===== src/rtl/fir_pkg.sv =====
// rtl/fir_pkg.sv - shared constants and sizing helpers for the FIR family
package fir_pkg;

  localparam int DEF_N_TAPS = 11;
  localparam int DEF_DW     = 9;
  localparam int DEF_CW     = 9;

  // ceil(log2(v)) for v >= 1
  function automatic int clog2(input int v);
    int r;
    r = 0;
    for (int i = 0; i < 31; i++) begin
      if ((32'sd1 << i) < v) r = i + 1;
    end
    return r;
  endfunction

  // accumulator wide enough that summing n full-precision products never overflows
  function automatic int accw(input int dw, input int cw, input int n);
    return dw + cw + clog2(n);
  endfunction

  function automatic longint sat_max(input int dw);
    return (longint'(1) << (dw - 1)) - 1;
  endfunction

  function automatic longint sat_min(input int dw);
    return -(longint'(1) << (dw - 1));
  endfunction

endpackage


===== src/rtl/fir_sat.sv =====
// rtl/fir_sat.sv - arithmetic shift by CW-1 then saturate ACCW down to DW
module fir_sat
  import fir_pkg::*;
#(
  parameter int DW   = DEF_DW,
  parameter int CW   = DEF_CW,
  parameter int ACCW = accw(DEF_DW, DEF_CW, DEF_N_TAPS)
) (
  input  logic signed [ACCW-1:0] acc_i,
  output logic signed [DW-1:0]   dout_o
);

  localparam logic signed [ACCW-1:0] MAX_V = ACCW'(sat_max(DW));
  localparam logic signed [ACCW-1:0] MIN_V = ACCW'(sat_min(DW));

  logic signed [ACCW-1:0] scaled;

  // drop the Q1.(CW-1) fraction (floor) and clamp to the output range
  always_comb begin
    scaled = acc_i >>> (CW - 1);
    if (scaled > MAX_V) begin
      dout_o = MAX_V[DW-1:0];
    end else if (scaled < MIN_V) begin
      dout_o = MIN_V[DW-1:0];
    end else begin
      dout_o = scaled[DW-1:0];
    end
  end

endmodule


===== src/rtl/fir_param.sv =====
// rtl/fir_param.sv - parametrised direct-form FIR with strobe-loaded coefficients
// Optional build macro FIR_PIPE_EN: registers all products, latency 2 instead of 1.
module fir_param
  import fir_pkg::*;
#(
  parameter int N_TAPS = DEF_N_TAPS,
  parameter int DW     = DEF_DW,
  parameter int CW     = DEF_CW
) (
  input  logic                 CLK,
  input  logic                 RST_n,
  input  logic                 VIN,
  input  logic [DW-1:0]        DIN,
  input  logic                 COEF_LD,
  input  logic [N_TAPS*CW-1:0] B,
  output logic                 VOUT,
  output logic [DW-1:0]        DOUT
);

  localparam int ACCW = accw(DW, CW, N_TAPS);
  localparam int PW   = DW + CW;

  logic signed [CW-1:0]   coef_q [N_TAPS];
  logic signed [CW-1:0]   coef_d [N_TAPS];
  logic signed [DW-1:0]   dly_q  [N_TAPS-1];
  logic signed [DW-1:0]   dly_d  [N_TAPS-1];
  logic signed [DW-1:0]   taps   [N_TAPS];
  logic signed [PW-1:0]   prod_d [N_TAPS];
  logic signed [PW-1:0]   mac_in [N_TAPS];
  logic                   mac_v;
  logic signed [ACCW-1:0] acc;
  logic signed [DW-1:0]   sat_y;
  logic                   vout_q, vout_d;
  logic [DW-1:0]          dout_q, dout_d;

  // coefficient bank loads on strobe; delay line only advances on valid samples
  always_comb begin
    for (int k = 0; k < N_TAPS; k++) begin
      coef_d[k] = COEF_LD ? $signed(B[k*CW +: CW]) : coef_q[k];
    end
    for (int k = 0; k < N_TAPS - 1; k++) begin
      dly_d[k] = dly_q[k];
    end
    if (VIN) begin
      dly_d[0] = $signed(DIN);
      for (int k = 1; k < N_TAPS - 1; k++) begin
        dly_d[k] = dly_q[k-1];
      end
    end
  end

  // full-precision products of current sample and history with current coefficients
  always_comb begin
    taps[0] = $signed(DIN);
    for (int k = 1; k < N_TAPS; k++) begin
      taps[k] = dly_q[k-1];
    end
    for (int k = 0; k < N_TAPS; k++) begin
      prod_d[k] = $signed({{CW{taps[k][DW-1]}}, taps[k]}) *
                  $signed({{DW{coef_q[k][CW-1]}}, coef_q[k]});
    end
  end

`ifdef FIR_PIPE_EN
  logic signed [PW-1:0] prod_q [N_TAPS];
  logic                 prod_v_q, prod_v_d;

  // product stage valid simply follows VIN
  always_comb begin
    prod_v_d = VIN;
    for (int k = 0; k < N_TAPS; k++) begin
      mac_in[k] = prod_q[k];
    end
    mac_v = prod_v_q;
  end

  // product stage advances every cycle so a later coefficient load cannot touch it
  always_ff @(posedge CLK) begin
    if (!RST_n) begin
      for (int k = 0; k < N_TAPS; k++) prod_q[k] <= '0;
      prod_v_q <= 1'b0;
    end else begin
      for (int k = 0; k < N_TAPS; k++) prod_q[k] <= prod_d[k];
      prod_v_q <= prod_v_d;
    end
  end
`else
  // products feed the accumulator directly
  always_comb begin
    for (int k = 0; k < N_TAPS; k++) begin
      mac_in[k] = prod_d[k];
    end
    mac_v = VIN;
  end
`endif

  // sign-extended sum; ACCW leaves headroom for every product at full scale
  always_comb begin
    acc = '0;
    for (int k = 0; k < N_TAPS; k++) begin
      acc = acc + {{(ACCW-PW){mac_in[k][PW-1]}}, mac_in[k]};
    end
  end

  fir_sat #(
    .DW   (DW),
    .CW   (CW),
    .ACCW (ACCW)
  ) u_sat (
    .acc_i  (acc),
    .dout_o (sat_y)
  );

  // output register holds its value across gaps
  always_comb begin
    vout_d = mac_v;
    dout_d = mac_v ? sat_y : dout_q;
  end

  // state registers; reset clears history, coefficients and outputs
  always_ff @(posedge CLK) begin
    if (!RST_n) begin
      for (int k = 0; k < N_TAPS; k++)     coef_q[k] <= '0;
      for (int k = 0; k < N_TAPS - 1; k++) dly_q[k]  <= '0;
      vout_q <= 1'b0;
      dout_q <= '0;
    end else begin
      for (int k = 0; k < N_TAPS; k++)     coef_q[k] <= coef_d[k];
      for (int k = 0; k < N_TAPS - 1; k++) dly_q[k]  <= dly_d[k];
      vout_q <= vout_d;
      dout_q <= dout_d;
    end
  end

  assign VOUT = vout_q;
  assign DOUT = dout_q;

endmodule


===== config.mk =====
export PLATFORM = sky130hd
export DESIGN_NAME = fir_param
export DESIGN_NICKNAME = d
export VERILOG_FILES = /design/src/rtl/fir_pkg.sv /design/src/rtl/fir_sat.sv /design/src/rtl/fir_param.sv
export SDC_FILE = /design/constraint.sdc
export NUM_CORES = 2
export LEC_CHECK = 0
export ABC_AREA = 1
export CAP_MARGIN = 20
export CELL_PAD_IN_SITES_DETAIL_PLACEMENT = 0
export CELL_PAD_IN_SITES_GLOBAL_PLACEMENT = 2
export CORE_UTILIZATION = 40
export CTS_CLUSTER_DIAMETER = 80
export DETAILED_ROUTE_END_ITERATION = 12
export PLACE_DENSITY_LB_ADDON = 0.1
export SLEW_MARGIN = 20
export SYNTH_ARGS = -nofsm -noshare
export SYNTH_HDL_FRONTEND = slang
export SYNTH_SLANG_ARGS = --single-unit

===== constraint.sdc =====
create_clock -name CLK -period 13.95 [get_ports CLK]
set_clock_uncertainty 0.1 [all_clocks]
set_input_delay 2.0925 -clock CLK [delete_from_list [all_inputs] [get_ports CLK]]
set_output_delay 2.0925 -clock CLK [all_outputs]
set_load 0.03 [all_outputs]

* After elaboration in Yosys (flattened, before gate mapping) *
Memories as Yosys holds them, arrays and structs flattened.
Index checks and enable logic that the tools add are counted.

word-level totals
  input port bits = 112
  memories kept = 2
  logic and storage cells = 85
  RAM bits = 189
  register bits after elaboration = 10

memories
  memory  depth  bits a word  read ports  clocked after memory_dff  write ports  RTL line         text
  coef_q  11     9            11          0                         11           fir_param.sv:23  logic signed [CW-1:0] coef_q [N_TAPS];
  dly_q   10     9            10          0                         10           fir_param.sv:25  logic signed [DW-1:0] dly_q [N_TAPS-1];

operators by class
  order comparisons = 2
  bitwise gates (word level) = 21
  mux-type cells = 37
  multiply operators = 11
  add/subtract/negate cells = 10

operators by type and width
  cell                                                            number
  two-way mux 9 bit                                               34
  multiplier 9 x 9 -> 18 bit                                      11
  adder 22 bit                                                    6
  two-way mux 90 bit                                              1
  adder 21 x 18 -> 22 bit                                         1
  adder 20 x 18 -> 21 bit                                         1
  bitwise OR 1 bit                                                21
  adder 19 x 18 -> 20 bit                                         1
  adder 18 x 18 -> 19 bit                                         1
  greater-than comparator 14 x 9 -> 1 bit, second input constant  1
  less-than comparator 14 x 9 -> 1 bit, second input constant     1
  two-way mux 1 bit                                               2

* Logic depth before layout (Yosys ltp) *
  word-level depth = 14
  gate-level depth with buffers = 56

* Cells and area by module *
From an unflattened synthesis, not the netlist that was laid out.

second synthesis, totals
  cell total of the unflattened synthesis = 5,657
  area, all modules = 46,241.8 µm²

modules (own cells, without submodules)
  module     cells each  area each (µm²)  instances
  fir_param  5,632       46,114.2         1
  fir_sat    25          127.6            1

* Worst setup path before layout *
Ideal clock, no wire load.

  path kind = reg-to-reg
  start point = memory dly_q[7][8] (netlist name)
  end point = register dout_q[0] (netlist: DOUT[0])
  stages on the path, launching flop included = 50
  arrival time = 10.989 ns
  library setup time = 0.127 ns
  setup slack = 2.735 ns
  cell sequence = dfxtp_1 clkbuf_1 nand2_1 fa_1 inv_1 fa_1 fa_1 fa_1 inv_1 fa_1 inv_1 ha_1 inv_1 o31ai_1 a21oi_1 o21ai_1 a21oi_1 nor2_1 [... 14 more ...] fa_1 inv_1 fa_1 inv_1 fa_1 inv_1 ha_1 clkbuf_1 a21oi_1 nand2_1 nor2_1 nand3_1 nand2_1 nand2_1 nor2_1 nand2_1 a21oi_4 a21oi_1

RTL lines
  element               RTL line          text
  start, declared       fir_param.sv:25
  end signal, assigned  fir_param.sv:131  dout_q <= dout_d;
  end, declared         fir_param.sv:34   logic [DW-1:0] dout_q, dout_d;

==> reports/qor.txt <==
Worst Path Arrival = 12.39 ns
Largest net degree at the start of global routing = 87
Grt met3 use = 1.96%
WL final = 130000 µm
Die Y = 340 µm
Num rows = 123
Worst Hold Class = flop to flop
Least-Margin Pin Slew = 0.919 ns
WL/cell = 18.7 µm
Drt first-iter violations = 1535
CTS buffer count = 17
Synthesized area = 45700 µm²
Seq/Total Area, Yosys = 8.71%
Max Freq = 0.0830 GHz
Yosys reg bits = 199
Nets = 6955
CTS Root Cell = clkbuf_16
Setup violations, final = 0
Startpoint types = flop
H-Tree Depth = 4
Area of the multi-input gates = 34500 µm²
CP dominant cell by count = fa_1
Die width = 340 µm
HPWL after DPL = 112000 µm
Final min period = 12.05 ns
First-pass GRT wire length = 211000 µm
RSZ-0062 raised after global routing = false
Fillers = 11700
Core Box Area = 113000 µm²
Clk Latency, worst-skew pair = 0.58 ns
GR Util met1 = 32.3%
M2 GR Usage = 42.0%
Synth top area cells = fa_1 46%, inv_1 14%, ha_1 10%, dfxtp_1 8.7%, nand2_1 7.8%
CTS max path bufs = 2
Most frequent cell after synthesis = inv_1
CTS resizes = 0
I/O Buffers = 121
Antenna Nets Post-Route = 0
DRC Markers = 0
Setup Fix Bufs, Post-CTS = 0
Setup_tns = 0 ns
Slew margin rel. = 38.7%
CP peak stage delay = 0.70 ns
Pins Over Slew Limit = 0
Outcome = finished clean
Total I/O pin count = 122
Via/cell ratio = 4.62
Post-synth top area cell = fa_1
Synth top area share = 45.7%
Crit Path Category = flop to flop
CP endpoint kind = flop
Synth top cells by count = 1654 x inv_1, 1043 x fa_1, 956 x nand2_1, 425 x nor2_1, 370 x ha_1
Syn Inst Count = 5541
Pre-Repair DR Iteration Count = 5
Ys Warns = 0
CTS Hold Buffers Added = 0
Syn_area_per_cell = 8.25 µm²
Critical path's top delay family = adder cells
Unique masters post-synth = 42
Total number of vias = 32100
Final Cycle Share = 86.4%
Ys async rst share = 0%
Tot GR Track Use = 24.1%
CP max-delay cell = fa_1
CTS tree = done
Final core occ = 43.0%
Total clock sinks = 199
GRT Residual Overflow = 0
Initial cell density of the core = 40.5%
Layout cells sized above 1 = 2.39%
GRT Max-Usage Layer = met2
Worst EP required = 14.29 ns
CP bufs+invs = 13
Worst-path maximum fanout = 11
Max cap viols = 0
GP Congestion = 0.905
Number of global-route vias before repair = 35700
Area Overhead vs Synth = 6.15%
Synth Flop Type = dfxtp_1
Fin. Hold Viols = 0
Die area = 116000 µm²
Mapped Nets = 7066
Number of flops mapped to enable cells by yosys = 0
Hold slack = 0.415 ns
Initial antenna violation count = 3
FF/Latch Area = 3980 µm²
Clock-pin slew on the worst setup and hold paths = 0.10 ns
-- sequential cells by signal, summed over array words and instances, names as in the netlist --
register  cells
coef_q       99
VOUT          1
dly_q        90
DOUT          9
-- worst register-to-register path: cells and delay by family (launching register included) --
kind            cells  cell delay [ns]
buf+inv            13             0.78
flops               1             0.69
fa+ha+maj          16             7.82
compound gates      5             0.91
simple gates       16             1.44
xor+xnor            1             0.17
-- cell type report --
class	instances	area share, %
antenna	1	0.00515
clock buffer	19	0.933
clock inverter	13	0.348
inverter	1659	12.8
multi-input combinational	3421	71.1
sequential	199	8.21
tap	1500	3.87
timing repair buffer	132	2.66
-- path summary, 6_finish.rpt --
kind	cells after the start	startpoint	end	slack, ns
min	2	DOUT[8]	DOUT[8]	0.42
min reg2reg	2	DOUT[8]	DOUT[8]	0.42
max	51	dly_q[5][1]	DOUT[5]	1.90
max reg2reg	51	dly_q[5][1]	DOUT[5]	1.90
-- kinds of logic (layout without fill, tap and decap cells) --
logic type               Yosys count  in the layout  share of synthesized area (%)
XOR/XNOR                         131            131                           2.51
buffers and inverters           1921           1823                           15.8
AO/OA/AOI/OAI                    358            358                           4.12
other                              0              1                              0
AND/OR/NAND/NOR                 1519           1519                           13.1
flip-flops                       199            199                           8.71
adder cells (fa/ha/maj)         1413           1413                           55.8
-- metal layers --
metal / vias up / share of wire [%]
met5: - / 0.021
met4: 4 / 2.1
met3: 79 / 2.2
met2: 388 / 50
met1: 16300 / 46
li1: 15400 / -
-- cells in the final DEF, fill, tap and decap left out, types with 3 or more instances in the layout --
| master | netlist | routed |
|---|---|---|
| inv_1 | 1654 | 1652 |
| fa_1 | 1043 | 1043 |
| nand2_1 | 956 | 956 |
| nor2_1 | 425 | 425 |
| ha_1 | 370 | 370 |
| o21ai_0 | 233 | 233 |
| dfxtp_1 | 199 | 199 |
| clkdlybuf4s50_1 | 0 | 118 |
| a21oi_1 | 95 | 95 |
| xor2_1 | 71 | 71 |
| xnor2_1 | 60 | 60 |
| or2_2 | 58 | 58 |
| nand3_1 | 39 | 39 |
| clkbuf_16 | 0 | 17 |
| buf_4 | 0 | 13 |
| nand4_1 | 10 | 10 |
| nor3_1 | 8 | 8 |
| o21bai_1 | 7 | 7 |
| nand2_2 | 7 | 7 |
| inv_2 | 5 | 5 |
| a21o_1 | 4 | 4 |
| nor2_2 | 4 | 4 |
| o211ai_1 | 3 | 3 |
| a21oi_2 | 3 | 3 |
| bufinv_16 | 0 | 3 |
| clkinv_2 | 0 | 3 |
-- stage by stage --
stage | worst slack (ns) | instances | cell area [µm²]
after floorplan | 2.73 | 5541 | 45700
after global placement | 2.00 | 6911 | 47900
final | 1.90 | 6944 | 48600
after CTS | 1.88 | 6943 | 48500
after global routing | 1.23 | 6943 | 48500
after detailed placement | 1.93 | 6911 | 47900
Power is left out: the tool's default activity adds up to more than one toggle a clock period on the data nets, which glitch-free logic cannot reach.
